$ cat src/rtl/echo_sample_buffer.sv
// rtl/echo_sample_buffer.sv - dual-memory triggered capture of S/X sample windows
// Optional macro ECHO_PEAK_EN adds rx_peak/rx_peak_idx outputs.
module echo_sample_buffer #(
    parameter int              DATA_W   = 16,
    parameter int              ADDR_W   = 6,
    parameter logic [DATA_W-1:0] TRIG_LVL = 16'd2000,
    parameter logic [15:0]     TIMEOUT  = 16'd5000
) (
    input  logic              clk,
    input  logic              rst,
    input  logic              ena,
    input  logic              start,
    input  logic              in_valid,
    input  logic [DATA_W-1:0] tx_data,
    input  logic [DATA_W-1:0] rx_data,
    input  logic [ADDR_W-1:0] rd_addr_s,
    input  logic [ADDR_W-1:0] rd_addr_x,
    output logic [DATA_W-1:0] rd_data_s,
    output logic [DATA_W-1:0] rd_data_x,
    output logic              busy,
    output logic              rdy,
`ifdef ECHO_PEAK_EN
    output logic [DATA_W-1:0] rx_peak,
    output logic [ADDR_W-1:0] rx_peak_idx,
`endif
    output logic              timeout
);

    localparam int DEPTH = 2**ADDR_W;

    typedef enum logic [1:0] {S_IDLE, S_ARM, S_CAPTURE, S_DONE} state_t;

    state_t              state_q, state_d;
    logic [ADDR_W-1:0]   wr_ptr_q, wr_ptr_d;
    logic [15:0]         tmo_cnt_q, tmo_cnt_d;
    logic                rdy_q, rdy_d;
    logic                timeout_q, timeout_d;
    logic                busy_q, busy_d;
    logic [DATA_W-1:0]   rd_data_s_q, rd_data_s_d;
    logic [DATA_W-1:0]   rd_data_x_q, rd_data_x_d;
    logic                mem_we;
    logic [ADDR_W-1:0]   mem_addr;
    logic [DATA_W-1:0]   tx_mag;
    logic [DATA_W-1:0]   mem_s [DEPTH];
    logic [DATA_W-1:0]   mem_x [DEPTH];

    // The most negative value has no positive twin, so it clamps to max.
    function automatic logic [DATA_W-1:0] sat_abs(input logic [DATA_W-1:0] v);
        if (!v[DATA_W-1])
            return v;
        else if (v == {1'b1, {(DATA_W-1){1'b0}}})
            return {1'b0, {(DATA_W-1){1'b1}}};
        else
            return (~v) + 1'b1;
    endfunction

    assign tx_mag = sat_abs(tx_data);

`ifdef ECHO_PEAK_EN
    logic [DATA_W-1:0] rx_mag;
    logic [DATA_W-1:0] rx_peak_q, rx_peak_d;
    logic [ADDR_W-1:0] rx_peak_idx_q, rx_peak_idx_d;
    assign rx_mag = sat_abs(rx_data);
`endif

    always_comb begin
        state_d     = state_q;
        wr_ptr_d    = wr_ptr_q;
        tmo_cnt_d   = tmo_cnt_q;
        rdy_d       = rdy_q;
        timeout_d   = timeout_q;
        mem_we      = 1'b0;
        mem_addr    = wr_ptr_q;
        rd_data_s_d = mem_s[rd_addr_s];
        rd_data_x_d = mem_x[rd_addr_x];
`ifdef ECHO_PEAK_EN
        rx_peak_d     = rx_peak_q;
        rx_peak_idx_d = rx_peak_idx_q;
`endif
        case (state_q)
            S_IDLE, S_DONE: begin
                if (start) begin
                    state_d   = S_ARM;
                    rdy_d     = 1'b0;
                    timeout_d = 1'b0;
                    wr_ptr_d  = '0;
                    tmo_cnt_d = '0;
`ifdef ECHO_PEAK_EN
                    rx_peak_d     = '0;
                    rx_peak_idx_d = '0;
`endif
                end
            end
            S_ARM: begin
                if (in_valid) begin
                    if (tx_mag >= TRIG_LVL) begin
                        mem_we   = 1'b1;
                        mem_addr = '0;
                        wr_ptr_d = ADDR_W'(1);
                        state_d  = S_CAPTURE;
                    end else if (tmo_cnt_q == TIMEOUT - 16'd1) begin
                        state_d   = S_DONE;
                        timeout_d = 1'b1;
                        rdy_d     = 1'b1;
                    end else begin
                        tmo_cnt_d = tmo_cnt_q + 16'd1;
                    end
                end
            end
            S_CAPTURE: begin
                if (in_valid) begin
                    mem_we   = 1'b1;
                    wr_ptr_d = wr_ptr_q + ADDR_W'(1);
                    // Last slot: stop without wrapping onto sample 0.
                    if (wr_ptr_q == ADDR_W'(DEPTH - 1)) begin
                        state_d = S_DONE;
                        rdy_d   = 1'b1;
                    end
                end
            end
            default: state_d = S_IDLE;
        endcase
`ifdef ECHO_PEAK_EN
        // Strict compare keeps the earliest index on ties.
        if (mem_we && (rx_mag > rx_peak_q)) begin
            rx_peak_d     = rx_mag;
            rx_peak_idx_d = mem_addr;
        end
`endif
        busy_d = (state_d == S_ARM) || (state_d == S_CAPTURE);
    end

    always_ff @(posedge clk or posedge rst) begin
        if (rst) begin
            state_q     <= S_IDLE;
            wr_ptr_q    <= '0;
            tmo_cnt_q   <= '0;
            rdy_q       <= 1'b0;
            timeout_q   <= 1'b0;
            busy_q      <= 1'b0;
            rd_data_s_q <= '0;
            rd_data_x_q <= '0;
`ifdef ECHO_PEAK_EN
            rx_peak_q     <= '0;
            rx_peak_idx_q <= '0;
`endif
        end else if (ena) begin
            state_q     <= state_d;
            wr_ptr_q    <= wr_ptr_d;
            tmo_cnt_q   <= tmo_cnt_d;
            rdy_q       <= rdy_d;
            timeout_q   <= timeout_d;
            busy_q      <= busy_d;
            rd_data_s_q <= rd_data_s_d;
            rd_data_x_q <= rd_data_x_d;
`ifdef ECHO_PEAK_EN
            rx_peak_q     <= rx_peak_d;
            rx_peak_idx_q <= rx_peak_idx_d;
`endif
        end
    end

    always_ff @(posedge clk) begin
        if (ena && mem_we) begin
            mem_s[mem_addr] <= tx_data;
            mem_x[mem_addr] <= rx_data;
        end
    end

    assign rd_data_s = rd_data_s_q;
    assign rd_data_x = rd_data_x_q;
    assign busy      = busy_q;
    assign rdy       = rdy_q;
    assign timeout   = timeout_q;
`ifdef ECHO_PEAK_EN
    assign rx_peak     = rx_peak_q;
    assign rx_peak_idx = rx_peak_idx_q;
`endif

endmodule

$ cat config.mk
export PLATFORM = sky130hd
export DESIGN_NAME = echo_sample_buffer
export DESIGN_NICKNAME = d
export VERILOG_FILES = /design/src/rtl/echo_sample_buffer.sv
export SDC_FILE = /design/constraint.sdc
export NUM_CORES = 2
export LEC_CHECK = 0
export BUFFER_PORTS_ARGS = -buffer_cell sky130_fd_sc_hd__buf_2
export CORE_ASPECT_RATIO = 0.6
export CORE_UTILIZATION = 60
export CTS_CLUSTER_SIZE = 24
export DETAILED_ROUTE_END_ITERATION = 10
export PLACE_DENSITY = 0.77
export SYNTH_ARGS = -nofsm -noshare
export SYNTH_HDL_FRONTEND = slang
export SYNTH_SLANG_ARGS = --single-unit
$ cat constraint.sdc
create_clock -name clk -period 10.85 [get_ports clk]
set_input_delay 2.7125 -clock clk [delete_from_list [all_inputs] [get_ports clk]]
set_output_delay 2.7125 -clock clk [all_outputs]
set_load 0.03 [all_outputs]
==> metrics <==
Via density=7.11; Post-synth EDFFs=2048; Synth area leader=edfxtp_1; Die X=477 um; pre-CTS setup slack=3.27 ns; P_leak=27.5 nW; cell chain of the critical path=buf_2 -> buf_4 -> inv_1 -> ha_1 -> or3b_2 -> o41ai_2 -> nor4_4 -> o21ai_4 -> nand3b_1 -> nor2_4; Clock transition at path regs=0.07 ns; layout net count=3494; Clk pwr share=0.380; final worst path period share=0.642; total track usage=0.315; most frequent cells in the layout=edfxtp_1 (2048), mux4_2 (672), clkbuf_16 (186); Synth cell types=69; Worst VDD drop=0.155 mV; vias in the first global route=38080; Post-Syn Nets=3344; asr flop ratio synth=0.0280; Slew Limit Headroom=0.124; sequential element share of the synthesized area=0.777; critical path launch point=tx_data[0]; Crit-path slowest cell=nor2_4; CTS Root Cell=clkbuf_16; die height=287 um; Slew @ Worst Pin=1.31 ns; core area=134000 um2; largest net degree at the start of global routing=146; Worst Hold Class=reg -> reg; internal power=12.8 mW; htree depth=4; final hold vios=0; setup repair bufs after CTS=0; Max Clock Skew=0.0233 ns; final setup vio count=0; global route overflow=0; Buf/Inv on CP=3; Max Fanout on Critical Path=69; Post-CTS Resized=0; top cells by area, synth=edfxtp_1 (76%), mux4_2 (19%), dfrtp_1 (1.8%), mux2_2 (0.47%), clkbuf_1 (0.39%); Reg power frac=0.547; Fillers=7957; die area=137000 um2; yosys warns=0; mapped cell area=81100 um2; Main synth FF type=edfxtp_1; initial core utilization=0.605; r2r startpoint=state_q[0]; Crit Path Class=in -> reg; drt pass-1 iters=8; Pwr Density=184 nW/um2; CTS tree=yes; fmax=144 MHz; clk sinks=2107; Max Slew Vio Count=0; max incr delay on CP=1.25 ns; combinational power share=0.073; port buffer count=83; num ports=84; P&R area growth vs syn=10.4%; most common cell after layout, fill and taps aside=edfxtp_1; ANT nets after route=0; final worst slack=3.89 ns; RSZ-0062 raised after global routing=no; worst path required time=11.26 ns; wire per inst=39.1 um; min-delay src=rd_data_s[6]; Hold Buf Count CTS=0; Clock Latency Late Sink=0.81 ns; fin crit period=6.96 ns; Switching Fraction=0.225; Syn Area/Cell=24.6 um2; Rows=104; TritonCTS Buffers=177; setup TNS=0 ns; NetSw=3.71 mW; CP Launch Type=primary input; first-pass GRT wire length=295000 um; crit path DAT=7.37 ns; synthesis-stage register bit count=2107; synthesized instance count=3290; clock tree buffer depth=3; final wirelength=211000 um; Max Cap Viol=0; layout cells sized above 1=0.324; CP top delay family=simple AND/OR/NAND/NOR gates; drc violations=0; hold_ws=0.506 ns; DR iter-0 viols=6835; status=completed; Vias=38343; routability cong.=0.930; CP Capture Type=flip-flop; hpwl dp=121000 um; post-synth top area share=0.759; number of antenna violations at the first check in global routing=30
-- per-layer routing --
metal  part of all wire  track usage  vias up
met5            0.00039            0        -
met2               0.47        0.476     2935
li1                   -            -    14582
met3               0.14       0.0982      373
met1               0.36        0.452    20441
met4              0.028       0.0894       12
-- metrics by stage --
step,util,instances,area (um2),total power [mW]
after CTS,0.668,5378,89500,16.5
final,0.668,5391,89500,16.5
after detailed placement,0.627,5063,84000,10.4
after floorplan,-,3290,81100,9.83
after global placement,0.627,5063,84000,10.3
after global routing,0.668,5379,89500,16.8
-- synthesized netlist by cell type (all sizes together), types with 2 or more instances --
| master | count |
|---|---|
| nand4 | 6 |
| dfrtp | 59 |
| a22o | 3 |
| clkbuf | 86 |
| ha | 5 |
| a21oi | 11 |
| nand4b | 4 |
| mux2 | 34 |
| inv | 15 |
| nor3 | 7 |
| mux4 | 672 |
| nand2b | 5 |
| o41ai | 3 |
| o31a | 2 |
| and3b | 2 |
| or4 | 3 |
| nor3b | 3 |
| or3 | 11 |
| mux2i | 3 |
| a41oi | 5 |
| nor2b | 5 |
| and4 | 3 |
| nand3b | 4 |
| edfxtp | 2048 |
| a31oi | 5 |
| buf | 86 |
| a221oi | 2 |
| o2bb2ai | 4 |
| nor4 | 4 |
| nand3 | 18 |
| a32oi | 2 |
| and2 | 4 |
| a211oi | 2 |
| or3b | 4 |
| nor2 | 84 |
| o21ai | 22 |
| nand2 | 26 |
| xnor2 | 2 |
| and3 | 10 |
-- sequential cells by signal, indices dropped and copies added (netlist names) --
signal and cells:
rdy 1, rd_data_s 16, mem_s 1024, mem_x 1024
rd_data_x 16, tmo_cnt_q 16, timeout 1, state_q 2
wr_ptr_q 6, busy 1
-- layout make-up --
type	count	area, um2	share of cell area
sequential	2107	63000	0.703
multi-input combinational	996	17700	0.198
inverter	15	56.3	0.000629
clock inverter	81	671	0.00749
antenna	13	32.5	0.000363
tap	1802	2250	0.0252
clock buffer	234	4830	0.0540
timing repair buffer	143	983	0.0110
-- cells by family after synthesis --
kind of cell,after synthesis,share of synthesized area
buf+inv,187,0.0105
flops,2107,0.777
fa+ha+maj,5,0.000772
mux,709,0.192
xor+xnor,2,0.000216
simple gates,207,0.0134
compound gates,73,0.00654
-- final timing paths --
path	end	slack [ns]	depth (start not counted)
worst min register to register	rd_data_s[6]	0.51	1
max in group asynchronous	rd_data_x[9]	8.12	3
min in group asynchronous	busy	2.16	3
worst min-delay path	rd_data_s[6]	0.51	1
worst max register to register	mem_x[51][11]	6.59	8
worst max-delay path	mem_x[49][15]	3.89	10
-- power groups by stage --
| stage | combinational, mW | clock, mW | sequential (mW) |
|---|---|---|---|
| floorplan | 0.589 | 0 | 9.24 |
| global placement | 1.14 | 0 | 9.19 |
| detailed placement | 1.18 | 0 | 9.19 |
| CTS | 1.19 | 6.29 | 9.01 |
| global route | 1.24 | 6.58 | 9.01 |
| finish | 1.21 | 6.27 | 9.01 |
-- worst reg2reg max path, stage by stage, from the launching register on --
cell,delay (ns)
dfrtp_1,0.43
inv_1,0.08
ha_1,0.47
inv_1,0.19
nand2_1,0.26
nor2_1,0.45
nand3_1,0.14
or3b_1,0.74
nor2_4,1.08
No activity file was read; power rests on OpenSTA's default activity.
